File: src/rtl/mux_scan_sel_if.sv
// Bus bundle for mux_scan_sel: channel inputs, select/mode controls and the
// registered selection outputs. The driver side uses master, the selector uses slave.
interface mux_scan_sel_if #(
    parameter int NCH  = 4,
    parameter int DW   = 2,
    parameter int SELW = 2
);
    logic [NCH*DW-1:0] x;
    logic [SELW-1:0]   sel_in;
    logic              mode;
    logic              hold;
    logic [DW-1:0]     f;
    logic [SELW-1:0]   f_sel;
    logic              f_valid;
    logic [7:0]        seg0;

    modport master (
        output x, sel_in, mode, hold,
        input  f, f_sel, f_valid, seg0
    );

    modport slave (
        input  x, sel_in, mode, hold,
        output f, f_sel, f_valid, seg0
    );
endinterface

File: src/rtl/mux_scan_sel.sv
// Registered NCH:1 channel selector with manual and auto-scan modes.
// Define SEG_DISPLAY_EN to drive seg0 with the selected index; otherwise seg0 is blank.
module mux_scan_sel #(
    parameter int NCH   = 4,
    parameter int DW    = 2,
    parameter int SELW  = 2,
    parameter int DWELL = 8
) (
    input  logic            clk,
    input  logic            rst,
    mux_scan_sel_if.slave   bus
);
    localparam int CW = $clog2(DWELL) + 1;

    logic [SELW-1:0] sel_q, sel_d;
    logic [CW-1:0]   cnt_q, cnt_d;
    logic            mode_q;
    logic [DW-1:0]   f_q, f_d;
    logic [SELW-1:0] fsel_q;
    logic            fvalid_q, valid_d;

    always_comb begin
        sel_d = bus.sel_in;
        cnt_d = cnt_q;
        if (bus.mode) begin
            sel_d = sel_q;
            if (!mode_q) begin
                cnt_d = '0;
            end else if (!bus.hold) begin
                if (cnt_q == CW'(DWELL - 1)) begin
                    cnt_d = '0;
                    // Out-of-range indices also land here and restart the scan at 0.
                    sel_d = (sel_q >= SELW'(NCH - 1)) ? '0 : sel_q + 1'b1;
                end else begin
                    cnt_d = cnt_q + 1'b1;
                end
            end
        end
    end

    // Extra bit keeps the compare correct when NCH == 2**SELW.
    assign valid_d = ({1'b0, sel_d} < (SELW + 1)'(NCH));

    always_comb begin
        f_d = '0;
        for (int k = 0; k < NCH; k++) begin
            if (sel_d == SELW'(k)) f_d = bus.x[k*DW +: DW];
        end
    end

    always_ff @(posedge clk) begin
        if (rst) begin
            sel_q    <= '0;
            cnt_q    <= '0;
            mode_q   <= 1'b0;
            f_q      <= '0;
            fsel_q   <= '0;
            fvalid_q <= 1'b0;
        end else begin
            sel_q    <= sel_d;
            cnt_q    <= cnt_d;
            mode_q   <= bus.mode;
            f_q      <= f_d;
            fsel_q   <= sel_d;
            fvalid_q <= valid_d;
        end
    end

    assign bus.f       = f_q;
    assign bus.f_sel   = fsel_q;
    assign bus.f_valid = fvalid_q;

`ifdef SEG_DISPLAY_EN
    function automatic logic [7:0] hex_seg(input logic [3:0] v);
        case (v)
            4'h0: hex_seg = 8'hC0;
            4'h1: hex_seg = 8'hF9;
            4'h2: hex_seg = 8'hA4;
            4'h3: hex_seg = 8'hB0;
            4'h4: hex_seg = 8'h99;
            4'h5: hex_seg = 8'h92;
            4'h6: hex_seg = 8'h82;
            4'h7: hex_seg = 8'hF8;
            4'h8: hex_seg = 8'h80;
            4'h9: hex_seg = 8'h90;
            4'hA: hex_seg = 8'h88;
            4'hB: hex_seg = 8'h83;
            4'hC: hex_seg = 8'hC6;
            4'hD: hex_seg = 8'hA1;
            4'hE: hex_seg = 8'h86;
            default: hex_seg = 8'h8E;
        endcase
    endfunction

    logic [7:0] seg_q;

    always_ff @(posedge clk) begin
        if (rst) seg_q <= 8'hFF;
        else     seg_q <= valid_d ? hex_seg(4'(sel_d)) : 8'hBF;
    end

    assign bus.seg0 = seg_q;
`else
    assign bus.seg0 = 8'hFF;
`endif
endmodule

File: src/flat_wrapper.sv
// flat-port wrapper written by rule: the top's interface ports become plain ports
module mux_scan_sel_flat 
#(
    parameter int NCH   = 4,
    parameter int DW    = 2,
    parameter int SELW  = 2,
    parameter int DWELL = 8
)
  (clk, rst, bus_x, bus_sel_in, bus_mode, bus_hold, bus_f, bus_f_sel, bus_f_valid, bus_seg0);
  mux_scan_sel_if #(.NCH(NCH), .DW(DW), .SELW(SELW)) bus_i ();
  input  logic clk;
  input  logic rst;
  input wire logic [$bits(bus_i.x)-1:0] bus_x;
  input wire logic [$bits(bus_i.sel_in)-1:0] bus_sel_in;
  input wire logic [$bits(bus_i.mode)-1:0] bus_mode;
  input wire logic [$bits(bus_i.hold)-1:0] bus_hold;
  output wire logic [$bits(bus_i.f)-1:0] bus_f;
  output wire logic [$bits(bus_i.f_sel)-1:0] bus_f_sel;
  output wire logic [$bits(bus_i.f_valid)-1:0] bus_f_valid;
  output wire logic [$bits(bus_i.seg0)-1:0] bus_seg0;
  assign bus_i.x = bus_x;
  assign bus_i.sel_in = bus_sel_in;
  assign bus_i.mode = bus_mode;
  assign bus_i.hold = bus_hold;
  assign bus_f = bus_i.f;
  assign bus_f_sel = bus_i.f_sel;
  assign bus_f_valid = bus_i.f_valid;
  assign bus_seg0 = bus_i.seg0;
  mux_scan_sel #(.NCH(NCH), .DW(DW), .SELW(SELW), .DWELL(DWELL)) u_core (.clk(clk), .rst(rst), .bus(bus_i));
endmodule
File: config.mk
export PLATFORM = sky130hd
export DESIGN_NAME = mux_scan_sel_flat
export DESIGN_NICKNAME = d
export VERILOG_FILES = /design/src/rtl/mux_scan_sel_if.sv /design/src/rtl/mux_scan_sel.sv /design/src/flat_wrapper.sv
export SDC_FILE = /design/constraint.sdc
export NUM_CORES = 1
export LEC_CHECK = 0
export ABC_AREA = 1
export BUFFER_PORTS_ARGS = -buffer_cell sky130_fd_sc_hd__buf_2
export CAP_MARGIN = 20
export CORE_MARGIN = 2
export CORE_UTILIZATION = 49
export CTS_CLUSTER_SIZE = 40
export DETAILED_ROUTE_END_ITERATION = 8
export PLACE_DENSITY = 0.8
export SETUP_SLACK_MARGIN = 0.3
export SYNTH_ARGS = -nofsm -noshare
export SYNTH_HDL_FRONTEND = slang
export SYNTH_SLANG_ARGS = --single-unit
File: constraint.sdc
create_clock -name clk -period 3.1 [get_ports clk]
set_input_delay 0 -clock clk [delete_from_list [all_inputs] [get_ports clk]]
set_output_delay 0 -clock clk [all_outputs]
set_load 0.02 [all_outputs]
== Word-level counts from Yosys, hierarchy flattened ==
Cells that the tools add are included.
Operators by class
  multiplexer cells: 13
  add/sub/neg operators: 2
  magnitude comparators: 1
  reduce and logical (&&, ||, !) cells: 2
  eq/ne operators: 5
Operators with widths (count)
  two-way mux 2 bit: 9
  two-way mux 4 bit: 3
  adder 4 x 1 -> 4 bit, second input constant: 1
  equality test 2 bit, second input constant: 2
  equality test 4 x 3 -> 1 bit, second input constant: 1
  adder 2 x 1 -> 2 bit, second input constant: 1
  equality test 2 x 1 -> 1 bit, second input constant: 1
  greater-or-equal comparator 2 bit, second input constant: 1
  zero test 2 bit: 1
  != test 2 bit, second input constant: 1
  AND reduction 2 bit: 1
  two-way mux 1 bit: 1
Storage, ports and cells
  word-level logic and storage cells: 28
  register bits: 10
  bits of input ports: 14
  output and inout bits: 13

== Longest topological paths before layout ==
  depth after elaboration: 11
  mapped depth: 12
  gate-level depth less buffers: 12

== Least setup slack after synthesis ==
No wires, ideal clock.
  path kind: reg-to-reg
  start: register, netlist name u_core.bus.f_sel[0]
  end: register u_core.f_q[0], in the netlist u_core.bus.f[0]
  arrival time: 1.325 ns
  cell stages (with the launch flop): 10
  data required time: 2.991 ns
  clock period less this slack: 1.434 ns
  slack: 1.666 ns
  cells stage by stage: dfxtp_1 -> ha_1 -> inv_1 -> nand3_1 -> nand3_2 -> nand2_4 -> o21ai_0 -> nand3_1 -> nand2_1 -> inv_1
RTL lines
  to (signal assigned): line mux_scan_sel.sv:56  | f_q <= '0;
  to (signal assigned): line mux_scan_sel.sv:63  | f_q <= f_d;
  to (decl): line mux_scan_sel.sv:18  | logic [DW-1:0] f_q, f_d;

== Worst setup path in the final report ==
  start: register u_core.cnt_q[0]
  end: register u_core.f_q[1], in the netlist u_core.bus.f[1]
Between the ends
  longest elaborated chain between the ends: 10
RTL lines
  from (decl): line mux_scan_sel.sv:16  | logic [CW-1:0] cnt_q, cnt_d;
  from (signal assigned): line mux_scan_sel.sv:61  | cnt_q <= cnt_d;
  equality test 4 x 3 -> 1 bit *: line mux_scan_sel.sv:30  | if (cnt_q == CW'(DWELL - 1)) begin
  two-way mux 2 bit *: line mux_scan_sel.sv:30
  two-way mux 2 bit *: line mux_scan_sel.sv:29  | end else if (!bus.hold) begin
  two-way mux 2 bit *: line mux_scan_sel.sv:27  | if (!mode_q) begin
  two-way mux 2 bit *: line mux_scan_sel.sv:25  | if (bus.mode) begin
  zero test 2 bit: line mux_scan_sel.sv:47  | if (sel_d == SELW'(k)) f_d = bus.x[k*DW +: DW];
  two-way mux 2 bit (3 in series): line mux_scan_sel.sv:47
  two-way mux 2 bit *: line mux_scan_sel.sv:47
Mark *: on every way between the ends. The rest lies on a longest branch, timed or not.
A chain may end at the register's enable or synchronous reset.

==> flow_summary_export.csv <==
group,metric,value,unit
status,status,"finished, final reports clean",
worst_setup_path,critical_path_required,3270,ps
logic_synthesis,synth_cells,90,
sta,min_period,1534,ps
floorplanning,start_util,51.90,%
grt,grt_overflow,0,
sta,finalSetupViolations,0,
worst_hold_path,hp-class,"input pin to register",
sta,post-route-period-util,49.47,%
placed_design,hpwl,957.6,um
finish,nNetsFinal,129,
finish,n_antenna_cell,0,
routing,vias,603,
sta,grt_setup_unrepaired,"false",
logic_synthesis,synthFlopType,"dfxtp_1",
floorplanning,die_area,1672,um^2
cts,path_clk_slew,70,ps
placed_design,io_buffers,18,
worst_setup_path,r2r_slack,1570,ps
grt,grtUsageTotal,16.76,%
sta,fin_ws,1566,ps
grt,grt_max_degree,9,
logic_synthesis,seq_area_frac_synth,30.02,%
worst_setup_path,endpoint_kind,"register",
worst_hold_path,whs_path_depth,5,
cts,clockRootBuffer,"clkbuf_4",
worst_hold_path,worst_hold_startpoint,"bus_x[2]",
logic_synthesis,synthArstFlopShare,0,%
sta,fin_skew,6.565,ps
sta,worst_pin_slew,537.3,ps
worst_setup_path,r2r-start,"u_core.cnt_q[0]",
floorplanning,floorplan.io_pins,27,
finish,drive_above_1_share,31.25,%
grt,grt_pass1_vias,462,
cts,worstSkewPairLatency,260,ps
sta,max-slew-margin-rel,63.80,%
worst_setup_path,reg2reg_to,"u_core.bus.f[1]",
routing,drt-total-wl,1210,um
run,maxCapViolations,0,
routing,dr.first_iter.drc_count,24,
logic_synthesis,synth_edf_count,0,
logic_synthesis,synth.avg_cell_area,7.410,um^2
worst_hold_path,whs_endpoint,"u_core.bus.f[0]",
logic_synthesis,synth_cell_types,24,
grt,antenna_found_initial,0,
logic_synthesis,yosysTopAreaCell,"dfxtp_1",
cts,cts.path.max_buffers,2,
cts,cts_max_level,1,
routing,drc_errors,0,
worst_setup_path,cp_max_fo,7,
logic_synthesis,ys_ff_latch,10,
worst_setup_path,arrival,1700,ps
logic_synthesis,yosys_warnings,0,
worst_setup_path,r2r_cells,10,
power,power_leakage,0.4007,nW
floorplanning,coreArea,1285,um^2
sta,slew_viol_final,0,
worst_setup_path,cp-start-kind,"register",
cts,post_cts_buffers,0,
placed_design,pre_cts_ws,1574,ps
routing,drt-pass1-iter-count,4,
power,max-vdd-ir-drop,253.0,uV
floorplanning,rows,13,
sta,clock.fmax,0.6520,GHz
logic_synthesis,synthTopCellsByCount,"inv_1, nand2_1, nand3_1",
placed_design,gp_congestion,0.7477,
cts,cts_tree,"yes",
worst_setup_path,critPathKind,"register to register",
logic_synthesis,synth.area.top_cells,"dfxtp_1, buf_4, nand3_1",
routing,wl_per_cell,9.528,um
cts,numClockSinks,10,
grt,grt_pass1_wl,1842,um
logic_synthesis,syn_area,666.9,um^2
routing,detail-route-antenna-nets,0,
finish,syn_to_final_growth,18.20,%
logic_synthesis,yosysTopAreaCellShare,30.02,%
finish,post-route-util,61.34,%
cts,cts_buffers,3,
floorplanning,die_x,40.89,um
floorplanning,die_y,40.89,um
routing,via_per_inst,4.748,
sta,timing.final.hold_violations,0,
sta,fin_setup_tns,0,ps
power,power_density,403.2,nW/um^2
final cells by class:
cell class | count | area (um^2)
Inverter | 14 | 52.55
Clock buffer | 4 | 36.28
Fill cell | 123 | 496.7
Sequential cell | 10 | 200.2
Timing Repair Buffer | 19 | 100.1
Tap cell | 15 | 18.77
Multi-Input combinational cell | 65 | 380.4
worst max-delay path, stage by stage (launching register included):
cell     delay [ps]
dfxtp_1         380
ha_1            200
nand2_2         100
nor2_8          140
nand3_1         100
nand3_2         100
nand2_4          70
o21ai_0         150
nand3_1         110
nand2_1          70
inv_1            30
where the power goes:
group          internal, mW  switching [mW]
clock network        0.0712          0.0436
logic                0.0227          0.0427
registers             0.134         0.00320
worst max path at each step:
stage	slack (ps)	from	to
2_1_floorplan	1670	u_core.bus.f_sel[0]	u_core.bus.f[0]
3_3_place_gp	1630	u_core.cnt_q[0]	u_core.bus.f[1]
3_5_place_dp	1570	u_core.cnt_q[0]	u_core.bus.f[1]
4_1_cts	1560	u_core.cnt_q[0]	u_core.bus.f[1]
5_1_grt	1380	u_core.cnt_q[0]	u_core.bus.f[0]
6_report	1570	u_core.cnt_q[0]	u_core.bus.f[1]
sequential cells by signal, indices dropped and copies added (netlist names):
signal and cells:
u_core.bus.f 2, u_core.cnt_q 4, u_core.bus.f_sel 2, u_core.bus.f_valid 1, u_core.mode_q 1
layer usage:
metal | track usage [%] | part of all wire [%] | up-vias
met3 | 4.348 | 2.6 | 2
met1 | 20.98 | 47 | 268
li1 | - | - | 318
met2 | 25.00 | 48 | 15
met4 | 10.83 | 1.9 | 0
met5 | 0 | 0 | -
repair_timing:
action                    in CTS  in global routing
hold endpoints to repair       6                  0
hold buffers                   1                  0
gates resized for setup        0                  0
metrics by stage:
| step | total power [mW] | area [um^2] | hold slack [ps] | std cells |
|---|---|---|---|---|
| floorplan | 0.1916 | 693.2 | 69.07 | 97 |
| global placement | 0.2032 | 742.0 | 268.2 | 122 |
| detailed placement | 0.2047 | 742.0 | 260.7 | 122 |
| CTS | 0.3220 | 788.3 | 58.15 | 127 |
| global route | 0.3382 | 788.3 | 102.3 | 127 |
| finish | 0.3178 | 788.3 | 64.35 | 127 |
cell usage in the layout, fill, tap and decap left out, drive strengths merged:
cell type / netlist / final
dlygate4sd3: 0 / 1
nand2: 16 / 16
nand3b: 2 / 2
ha: 2 / 2
o21bai: 1 / 1
inv: 14 / 14
xnor2: 1 / 1
o21ai: 3 / 3
a21oi: 5 / 5
nand3: 13 / 13
o221ai: 1 / 1
dfxtp: 10 / 10
nor4: 2 / 2
conb: 1 / 8
clkbuf: 0 / 4
or2: 1 / 1
buf: 8 / 18
nor2: 10 / 10
kinds of logic after synthesis:
| group | synth area share [%] |
|---|---|
| and+or+nand+nor | 37.90 |
| buffers and inverters | 16.89 |
| AOI/OAI and AO/OA | 9.568 |
| DFF | 30.02 |
| adders and majority gates | 3.752 |
| xor gates and xnor gates | 1.314 |
| other | 0.5623 |
Note: power is estimated with default switching activity, not from simulation.
